**src/rtl/openhw_ahb_arbiter.sv**
```systemverilog
`default_nettype none
// ============================================================================
//  Module   : openhw_ahb_arbiter
//  Purpose  : Two-master AHB-Lite arbiter in front of a single shared bus.
//             An uncontested NONSEQ passes straight through in the same cycle.
//             A master that is not granted, or that requests while the bus is
//             stalled, is captured in a one-entry register and held with
//             HREADYOUT low until its transfer is issued.
//  Ports    : HCLK, reset               clock, synchronous active-high reset
//             M0_* / M1_*               per-master AHB-Lite slave ports
//             HADDR..HWSTRB (out)       shared bus towards the uncore
//             HREADY, HRESP, HRDATA     shared-bus response from the uncore
//             GrantM1                   current address-phase owner (1 = M1)
//  Revision : 1.0  initial release
// ============================================================================

package openhw_ahb_arbiter_pkg;
   typedef struct packed {
      int PA_BITS;
      int AHBW;
      int XLEN;
   } cvw_t;
endpackage

module openhw_ahb_arbiter
   import openhw_ahb_arbiter_pkg::*;
#(
   parameter cvw_t P          = '{PA_BITS: 32, AHBW: 32, XLEN: 32},
   parameter int   ROUNDROBIN = 1
) (
   input  logic                  HCLK,
   input  logic                  reset,
   // master 0
   input  logic [P.PA_BITS-1:0]  M0_HADDR,
   input  logic [1:0]            M0_HTRANS,
   input  logic                  M0_HWRITE,
   input  logic [2:0]            M0_HSIZE,
   input  logic [2:0]            M0_HBURST,
   input  logic [3:0]            M0_HPROT,
   input  logic                  M0_HMASTLOCK,
   input  logic [P.AHBW-1:0]     M0_HWDATA,
   input  logic [P.XLEN/8-1:0]   M0_HWSTRB,
   output logic                  M0_HREADYOUT,
   output logic                  M0_HRESP,
   output logic [P.AHBW-1:0]     M0_HRDATA,
   // master 1
   input  logic [P.PA_BITS-1:0]  M1_HADDR,
   input  logic [1:0]            M1_HTRANS,
   input  logic                  M1_HWRITE,
   input  logic [2:0]            M1_HSIZE,
   input  logic [2:0]            M1_HBURST,
   input  logic [3:0]            M1_HPROT,
   input  logic                  M1_HMASTLOCK,
   input  logic [P.AHBW-1:0]     M1_HWDATA,
   input  logic [P.XLEN/8-1:0]   M1_HWSTRB,
   output logic                  M1_HREADYOUT,
   output logic                  M1_HRESP,
   output logic [P.AHBW-1:0]     M1_HRDATA,
   // shared bus
   output logic [P.PA_BITS-1:0]  HADDR,
   output logic [1:0]            HTRANS,
   output logic                  HWRITE,
   output logic [2:0]            HSIZE,
   output logic [2:0]            HBURST,
   output logic [3:0]            HPROT,
   output logic                  HMASTLOCK,
   output logic [P.AHBW-1:0]     HWDATA,
   output logic [P.XLEN/8-1:0]   HWSTRB,
   input  logic                  HREADY,
   input  logic                  HRESP,
   input  logic [P.AHBW-1:0]     HRDATA,
   output logic                  GrantM1
);

   localparam int         c_pa_w      = P.PA_BITS;
   localparam logic [1:0] c_tr_idle   = 2'b00;
   localparam logic [1:0] c_tr_busy   = 2'b01;
   localparam logic [1:0] c_tr_nonseq = 2'b10;
   localparam logic [1:0] c_tr_seq    = 2'b11;

   typedef enum logic [1:0] {
      S_IDLE = 2'd0,
      S_OWN0 = 2'd1,
      S_OWN1 = 2'd2
   } state_t;

   state_t r_state, w_nxt_state;
   logic   r_grant, w_nxt_grant;   // owner, or parked master when idle
   logic   r_last,  w_nxt_last;    // winner of the most recent tie-break
   logic   r_dvalid;               // a data phase is outstanding
   logic   r_downer;               // master owning that data phase

   logic   w_own;                  // address-phase owner this cycle
   logic   w_active;               // owner's address phase is on the bus

   // live master signals, indexed by master
   logic [c_pa_w-1:0] w_addr  [2];
   logic [1:0]        w_trans [2];
   logic              w_write [2];
   logic [2:0]        w_size  [2];
   logic [2:0]        w_burst [2];
   logic [3:0]        w_prot  [2];
   logic              w_lock  [2];

   // effective signals: capture register while pending, else live
   logic [c_pa_w-1:0] w_eff_addr  [2];
   logic [1:0]        w_eff_trans [2];
   logic              w_eff_write [2];
   logic [2:0]        w_eff_size  [2];
   logic [2:0]        w_eff_burst [2];
   logic [3:0]        w_eff_prot  [2];
   logic              w_eff_lock  [2];

   logic [1:0] w_pend;
   logic [1:0] w_req;
   logic [1:0] w_hold;
   logic [1:0] w_hreadyout;

   assign w_addr[0]  = M0_HADDR;      assign w_addr[1]  = M1_HADDR;
   assign w_trans[0] = M0_HTRANS;     assign w_trans[1] = M1_HTRANS;
   assign w_write[0] = M0_HWRITE;     assign w_write[1] = M1_HWRITE;
   assign w_size[0]  = M0_HSIZE;      assign w_size[1]  = M1_HSIZE;
   assign w_burst[0] = M0_HBURST;     assign w_burst[1] = M1_HBURST;
   assign w_prot[0]  = M0_HPROT;      assign w_prot[1]  = M1_HPROT;
   assign w_lock[0]  = M0_HMASTLOCK;  assign w_lock[1]  = M1_HMASTLOCK;

   for (genvar n = 0; n < 2; n++) begin : g_master
      localparam logic c_id = 1'(n);

      logic              r_pend;
      logic [c_pa_w-1:0] r_cap_addr;
      logic [1:0]        r_cap_trans;
      logic              r_cap_write;
      logic [2:0]        r_cap_size;
      logic [2:0]        r_cap_burst;
      logic [3:0]        r_cap_prot;
      logic              r_cap_lock;
      logic              w_cap;
      logic              w_issued;

      // A new NONSEQ the master believes accepted, but which cannot go out
      // on the shared bus this cycle, is captured.
      assign w_cap = (w_trans[n] == c_tr_nonseq) && w_hreadyout[n] &&
                     (!w_active || (w_own != c_id) || !HREADY);
      assign w_issued = w_active && (w_own == c_id) && HREADY;

      always_ff @(posedge HCLK) begin
         if (reset) begin
            r_pend <= 1'b0;
         end else if (w_cap) begin
            r_pend <= 1'b1;
         end else if (w_issued) begin
            r_pend <= 1'b0;
         end
      end

      always_ff @(posedge HCLK) begin
         if (w_cap) begin
            r_cap_addr  <= w_addr[n];
            r_cap_trans <= w_trans[n];
            r_cap_write <= w_write[n];
            r_cap_size  <= w_size[n];
            r_cap_burst <= w_burst[n];
            r_cap_prot  <= w_prot[n];
            r_cap_lock  <= w_lock[n];
         end
      end

      assign w_pend[n]      = r_pend;
      assign w_eff_addr[n]  = r_pend ? r_cap_addr  : w_addr[n];
      assign w_eff_trans[n] = r_pend ? r_cap_trans : w_trans[n];
      assign w_eff_write[n] = r_pend ? r_cap_write : w_write[n];
      assign w_eff_size[n]  = r_pend ? r_cap_size  : w_size[n];
      assign w_eff_burst[n] = r_pend ? r_cap_burst : w_burst[n];
      assign w_eff_prot[n]  = r_pend ? r_cap_prot  : w_prot[n];
      assign w_eff_lock[n]  = r_pend ? r_cap_lock  : w_lock[n];

      assign w_req[n]  = r_pend || (w_trans[n] == c_tr_nonseq);
      assign w_hold[n] = w_eff_lock[n] || (w_eff_trans[n] == c_tr_seq) ||
                         (w_eff_trans[n] == c_tr_busy);
      assign w_hreadyout[n] = !(r_pend || (r_dvalid && (r_downer == c_id) && !HREADY));
   end

   // Arbitration is resolved combinationally so that an uncontested request
   // reaches the bus in its own cycle; the registered state only records the
   // decision taken at each accepted (HREADY = 1) edge.
   always_comb begin
      w_nxt_state = r_state;
      w_nxt_grant = r_grant;
      w_nxt_last  = r_last;
      if (HREADY) begin
         if ((r_state == S_OWN0) && w_hold[0]) begin
            w_nxt_grant = 1'b0;
         end else if ((r_state == S_OWN1) && w_hold[1]) begin
            w_nxt_grant = 1'b1;
         end else if (w_req[0] && w_req[1]) begin
            w_nxt_grant = (ROUNDROBIN != 0) ? ~r_last : 1'b0;
            w_nxt_last  = w_nxt_grant;
            w_nxt_state = w_nxt_grant ? S_OWN1 : S_OWN0;
         end else if (w_req[0]) begin
            w_nxt_grant = 1'b0;
            w_nxt_state = S_OWN0;
         end else if (w_req[1]) begin
            w_nxt_grant = 1'b1;
            w_nxt_state = S_OWN1;
         end else begin
            // nobody asking: park on the previous owner
            w_nxt_state = S_IDLE;
         end
      end
   end

   always_ff @(posedge HCLK) begin
      if (reset) begin
         r_state <= S_IDLE;
         r_grant <= 1'b0;
         r_last  <= 1'b1;
      end else begin
         r_state <= w_nxt_state;
         r_grant <= w_nxt_grant;
         r_last  <= w_nxt_last;
      end
   end

   assign w_own    = w_nxt_grant;
   assign w_active = (w_nxt_state != S_IDLE);
   assign GrantM1  = w_own;

   always_comb begin
      HADDR     = '0;
      HTRANS    = c_tr_idle;
      HWRITE    = 1'b0;
      HSIZE     = '0;
      HBURST    = '0;
      HPROT     = '0;
      HMASTLOCK = 1'b0;
      if (w_active) begin
         HADDR     = w_eff_addr[w_own];
         HTRANS    = w_eff_trans[w_own];
         HWRITE    = w_eff_write[w_own];
         HSIZE     = w_eff_size[w_own];
         HBURST    = w_eff_burst[w_own];
         HPROT     = w_eff_prot[w_own];
         HMASTLOCK = w_eff_lock[w_own];
      end
   end

   always_ff @(posedge HCLK) begin
      if (reset) begin
         r_dvalid <= 1'b0;
         r_downer <= 1'b0;
      end else if (HREADY) begin
         r_dvalid <= HTRANS[1];
         r_downer <= HTRANS[1] ? w_own : 1'b0;
      end
   end

   assign HWDATA = r_downer ? M1_HWDATA : M0_HWDATA;
   assign HWSTRB = r_downer ? M1_HWSTRB : M0_HWSTRB;

   assign M0_HRDATA    = HRDATA;
   assign M1_HRDATA    = HRDATA;
   assign M0_HRESP     = HRESP && r_dvalid && !r_downer;
   assign M1_HRESP     = HRESP && r_dvalid &&  r_downer;
   assign M0_HREADYOUT = w_hreadyout[0];
   assign M1_HREADYOUT = w_hreadyout[1];

endmodule
`default_nettype wire

```
**config.mk**
```make
export PLATFORM = sky130hd
export DESIGN_NAME = openhw_ahb_arbiter
export DESIGN_NICKNAME = d
export VERILOG_FILES = /design/src/rtl/openhw_ahb_arbiter.sv
export SDC_FILE = /design/constraint.sdc
export NUM_CORES = 1
export LEC_CHECK = 0
export ABC_AREA = 1
export ABC_CLOCK_PERIOD_IN_PS = 6800
export BUFFER_PORTS_ARGS = -buffer_cell sky130_fd_sc_hd__buf_4
export CAP_MARGIN = 20
export CORE_AREA = 2 2 136 138
export CTS_CLUSTER_DIAMETER = 150
export DETAILED_ROUTE_END_ITERATION = 6
export DIE_AREA = 0 0 138 140
export GPL_TIMING_DRIVEN = 0
export HOLD_SLACK_MARGIN = 0.08
export PLACE_DENSITY_LB_ADDON = 0.05
export SYNTH_ARGS = -nofsm -noshare
export SYNTH_HDL_FRONTEND = slang
export SYNTH_SLANG_ARGS = --single-unit
```
**constraint.sdc**
```tcl
create_clock -name HCLK -period 6.8 [get_ports HCLK]
set_clock_uncertainty 0.1 [all_clocks]
set_input_delay 1.36 -clock HCLK [delete_from_list [all_inputs] [get_ports HCLK]]
set_output_delay 1.36 -clock HCLK [all_outputs]
set_load 0.01 [all_outputs]
```
==> out/metrics.yaml <==
grt.met1_usage_pct: 20.39
vias: 4983
cts.htree.levels: 3
hp-class: "reg -> reg"
p_int_w: 0.001311
synth_nets: 724
avgViaCountPerCell: 4.559
yosys_warnings: 0
overflow: 0
core_sq_um: 17780
drive_gt1_share_pct: 54.81
cts_tree: "yes"
peakVddDrop_mv: 0.1121
tightest_slew_ns: 0.9235
cts-root-buf: "clkbuf_16"
status: "completed"
timing.rr.start: "g_master[1].r_pend"
ys_types: 27
p_seq_share_pct: 39.1
power.total_w: 0.001839
clock_path_buffers: 2
switching_share_pct: 28.71
path_delay_family: "simple AND/OR/NAND/NOR gates"
cts.sinks: 100
synth_top_cell_area_share_pct: 46.86
initial_utilization_pct: 33.16
crit_slowest_cell: "a21oi_4"
cp-startpoint: "M0_HTRANS[0]"
synthTopCellsByArea: "edfxtp_1 47%, mux2i_1 15%, o22ai_2 9.1%, nand2_1 8.5%, buf_4 8.4%"
grtUsageMet3_pct: 4.479
crit_chain: "buf_4 -> inv_1 -> nand2_1 -> nand2_2 -> nand2_2 -> a21oi_4 -> nand2_1 -> nand2_1 -> nand2_4 -> nand2_8 -> buf_8 -> o22ai_2 -> buf_4"
cp.depth: 13
drt_iter0_markers: 233
async_flop_share_pct: 0
rows: 49
port_buffers: 318
path_max_fanout: 10
die_w_microns: 138
yosysMostFrequentCell: "nand2_1"
clk_latency_ns: 0.34
timing.final.crit_share_pct: 64.41
ys_seq_area_share_pct: 49.58
grt_pass1_vias: 5361
crit_path_end: "HADDR[26]"
final-setup-viol-count: 0
antenna_found_initial: 1
grt_max_degree: 25
period_needed_ns: 4.380
dp_hpwl_microns: 15140
pin_count: 351
drc: 0
crit_buf_inv: 4
reg2reg_slack_ns: 4.18
synth_edf_count: 92
worstSetupStartpointType: "input pin"
p_sw_w: 0.0005280
pwr-share-clk_pct: 28.4
power.density_nw_per_um2: 204.9
fin_nets: 1058
die_h_microns: 140
whs_path_depth: 1
routedWlPerCell_microns: 17.18
ys_top_cells_by_count: "134 x nand2_1, 92 x edfxtp_1, 86 x mux2i_1"
required_ns: 5.34
maxSlewViolCount: 0
slowest_delay_ns: 0.22
crit_top_cell: "nand2_1"
ys.flop_type: "edfxtp_1"
grt_util_met2_pct: 35.64
grtUsageTotal_pct: 18.86
globalplace.congestion: 0.8100
ff2ff_path_depth: 11
finalHoldViolations: 0
slew_headroom_pct: 38.30
maxCapViolCount: 0
cp-end-kind: "output port"
drtPass1Iterations: 4
dieArea_sq_um: 19320
r2r-end: "g_master[0].r_cap_burst[0]"
synth.ff_latch_count: 100
ant_nets: 0
grt_first_pass_wirelength_microns: 28580
synth_area_per_cell_sq_um: 11.25
cts_resized: 0
placedCellCount: 1076
cts_setup_buffers: 0
p_leak_nw: 3.976
syn-cell-area_sq_um: 5896
max_freq_mhz: 228.3
totalWireLength_microns: 18780
syn_inst: 524
worst_ep_arrival_time_ns: 2.92
rsz0062_at_grt: "no"
numCtsBuffers: 9
hold_buffers: 0
whs_ns: 0.4124
cts.clk_slew.worst_paths_ns: 0.07
netlist.top_cell.by_area: "edfxtp_1"
busiest_layer: "met2"
syn2layout_area_growth_pct: 52.23
fillers: 1663
crit_type: "in -> out"
p_comb_share_pct: 32.5
final_cells: 1093
## worst register-to-register path: stages, from the launching register on
cell and delay (ns):
dfxtp_1 0.32, buf_4 0.19, nand2_1 0.09, nand2_2 0.07
nand2_1 0.07, nand2_2 0.07, nand2_1 0.09, a21oi_1 0.11
nor4_4 0.68, buf_8 0.24, buf_8 0.16, buf_8 0.15
## cells in the final DEF (no fill, tap or decap), drive strengths merged
cell type / count
o22ai: 46
clkinvlp: 2
o21ai: 4
clkinv: 2
nor2: 9
buf: 398
bufinv: 1
a21oi: 9
nor3: 3
clkbuf: 23
inv: 25
a31oi: 2
dfxtp: 8
nor4: 1
edfxtp: 92
diode: 1
mux2i: 86
nand4: 1
nand2: 146
nand3: 5
## cell families after synthesis
family / count (synthesis) / synth area share [%]
and+or+nand+nor: 165 / 11.91
buffers and inverters: 112 / 12.90
DFF: 100 / 49.58
AOI/OAI and AO/OA: 61 / 11.01
muxes: 86 / 14.60
## flip-flops by register name (all words and copies together) (netlist names), 2 cells and up
name and flops:
g_master.r_cap_lock 2, r_state 2, g_master.r_cap_addr 64, g_master.r_cap_size 6
g_master.r_pend 2, g_master.r_cap_trans 4, g_master.r_cap_prot 8, g_master.r_cap_write 2
g_master.r_cap_burst 6
## cell type report
| cell class | instances | area [sq um] | share of cell area, % |
|---|---|---|---|
| sequential | 100 | 2923 | 32.57 |
| inverter | 23 | 88.84 | 0.9898 |
| antenna | 1 | 2.502 | 0.02788 |
| clock inverter | 7 | 75.07 | 0.8365 |
| clock buffer | 9 | 225.2 | 2.509 |
| timing repair buffer | 323 | 2464 | 27.45 |
| tap | 229 | 286.5 | 3.193 |
| buffer | 89 | 671.9 | 7.486 |
| multi-input combinational | 312 | 2238 | 24.94 |
## metal layers
metal	vias up	share of wire, %	wire [microns]
li1	2453	-	-
met1	2310	37	7007
met2	195	54	10130
met3	25	6.0	1120
met4	0	2.8	520
met5	-	0	0
## power by group through the flow
stage | clock [W] | combinational (W) | sequential (W)
2_1_floorplan | 0 | 0.000319 | 0.000733
3_3_place_gp | 0 | 0.000591 | 0.000737
3_5_place_dp | 0 | 0.000605 | 0.000733
4_1_cts | 0.000540 | 0.000607 | 0.000719
5_1_grt | 0.000562 | 0.000642 | 0.000722
6_report | 0.000523 | 0.000597 | 0.000719
## worst min path at each step
stage | start | end | slack (ns)
4_1_cts | r_last | r_last | 0.41
5_1_grt | r_dvalid | r_dvalid | 0.47
6_report | r_last | r_last | 0.41
3_3_place_gp | r_last | r_last | 0.40
3_5_place_dp | r_last | r_last | 0.39
2_1_floorplan | r_last | r_last | 0.37
## per-stage QoR
| stage | utilization [%] | TNS [ns] | setup slack [ns] | instance area, sq um |
|---|---|---|---|---|
| 6_report | 50.48 | 0 | 2.420 | 8975 |
| 5_1_grt | 50.48 | 0 | 2.221 | 8975 |
| 4_1_cts | 50.46 | 0 | 2.401 | 8972 |
| 3_5_place_dp | 48.78 | 0 | 2.401 | 8672 |
| 3_3_place_gp | 48.23 | -11.45 | -0.2525 | 8576 |
| 2_1_floorplan | - | 0 | 1.906 | 5902 |
(Power assumes the default switching activity.)
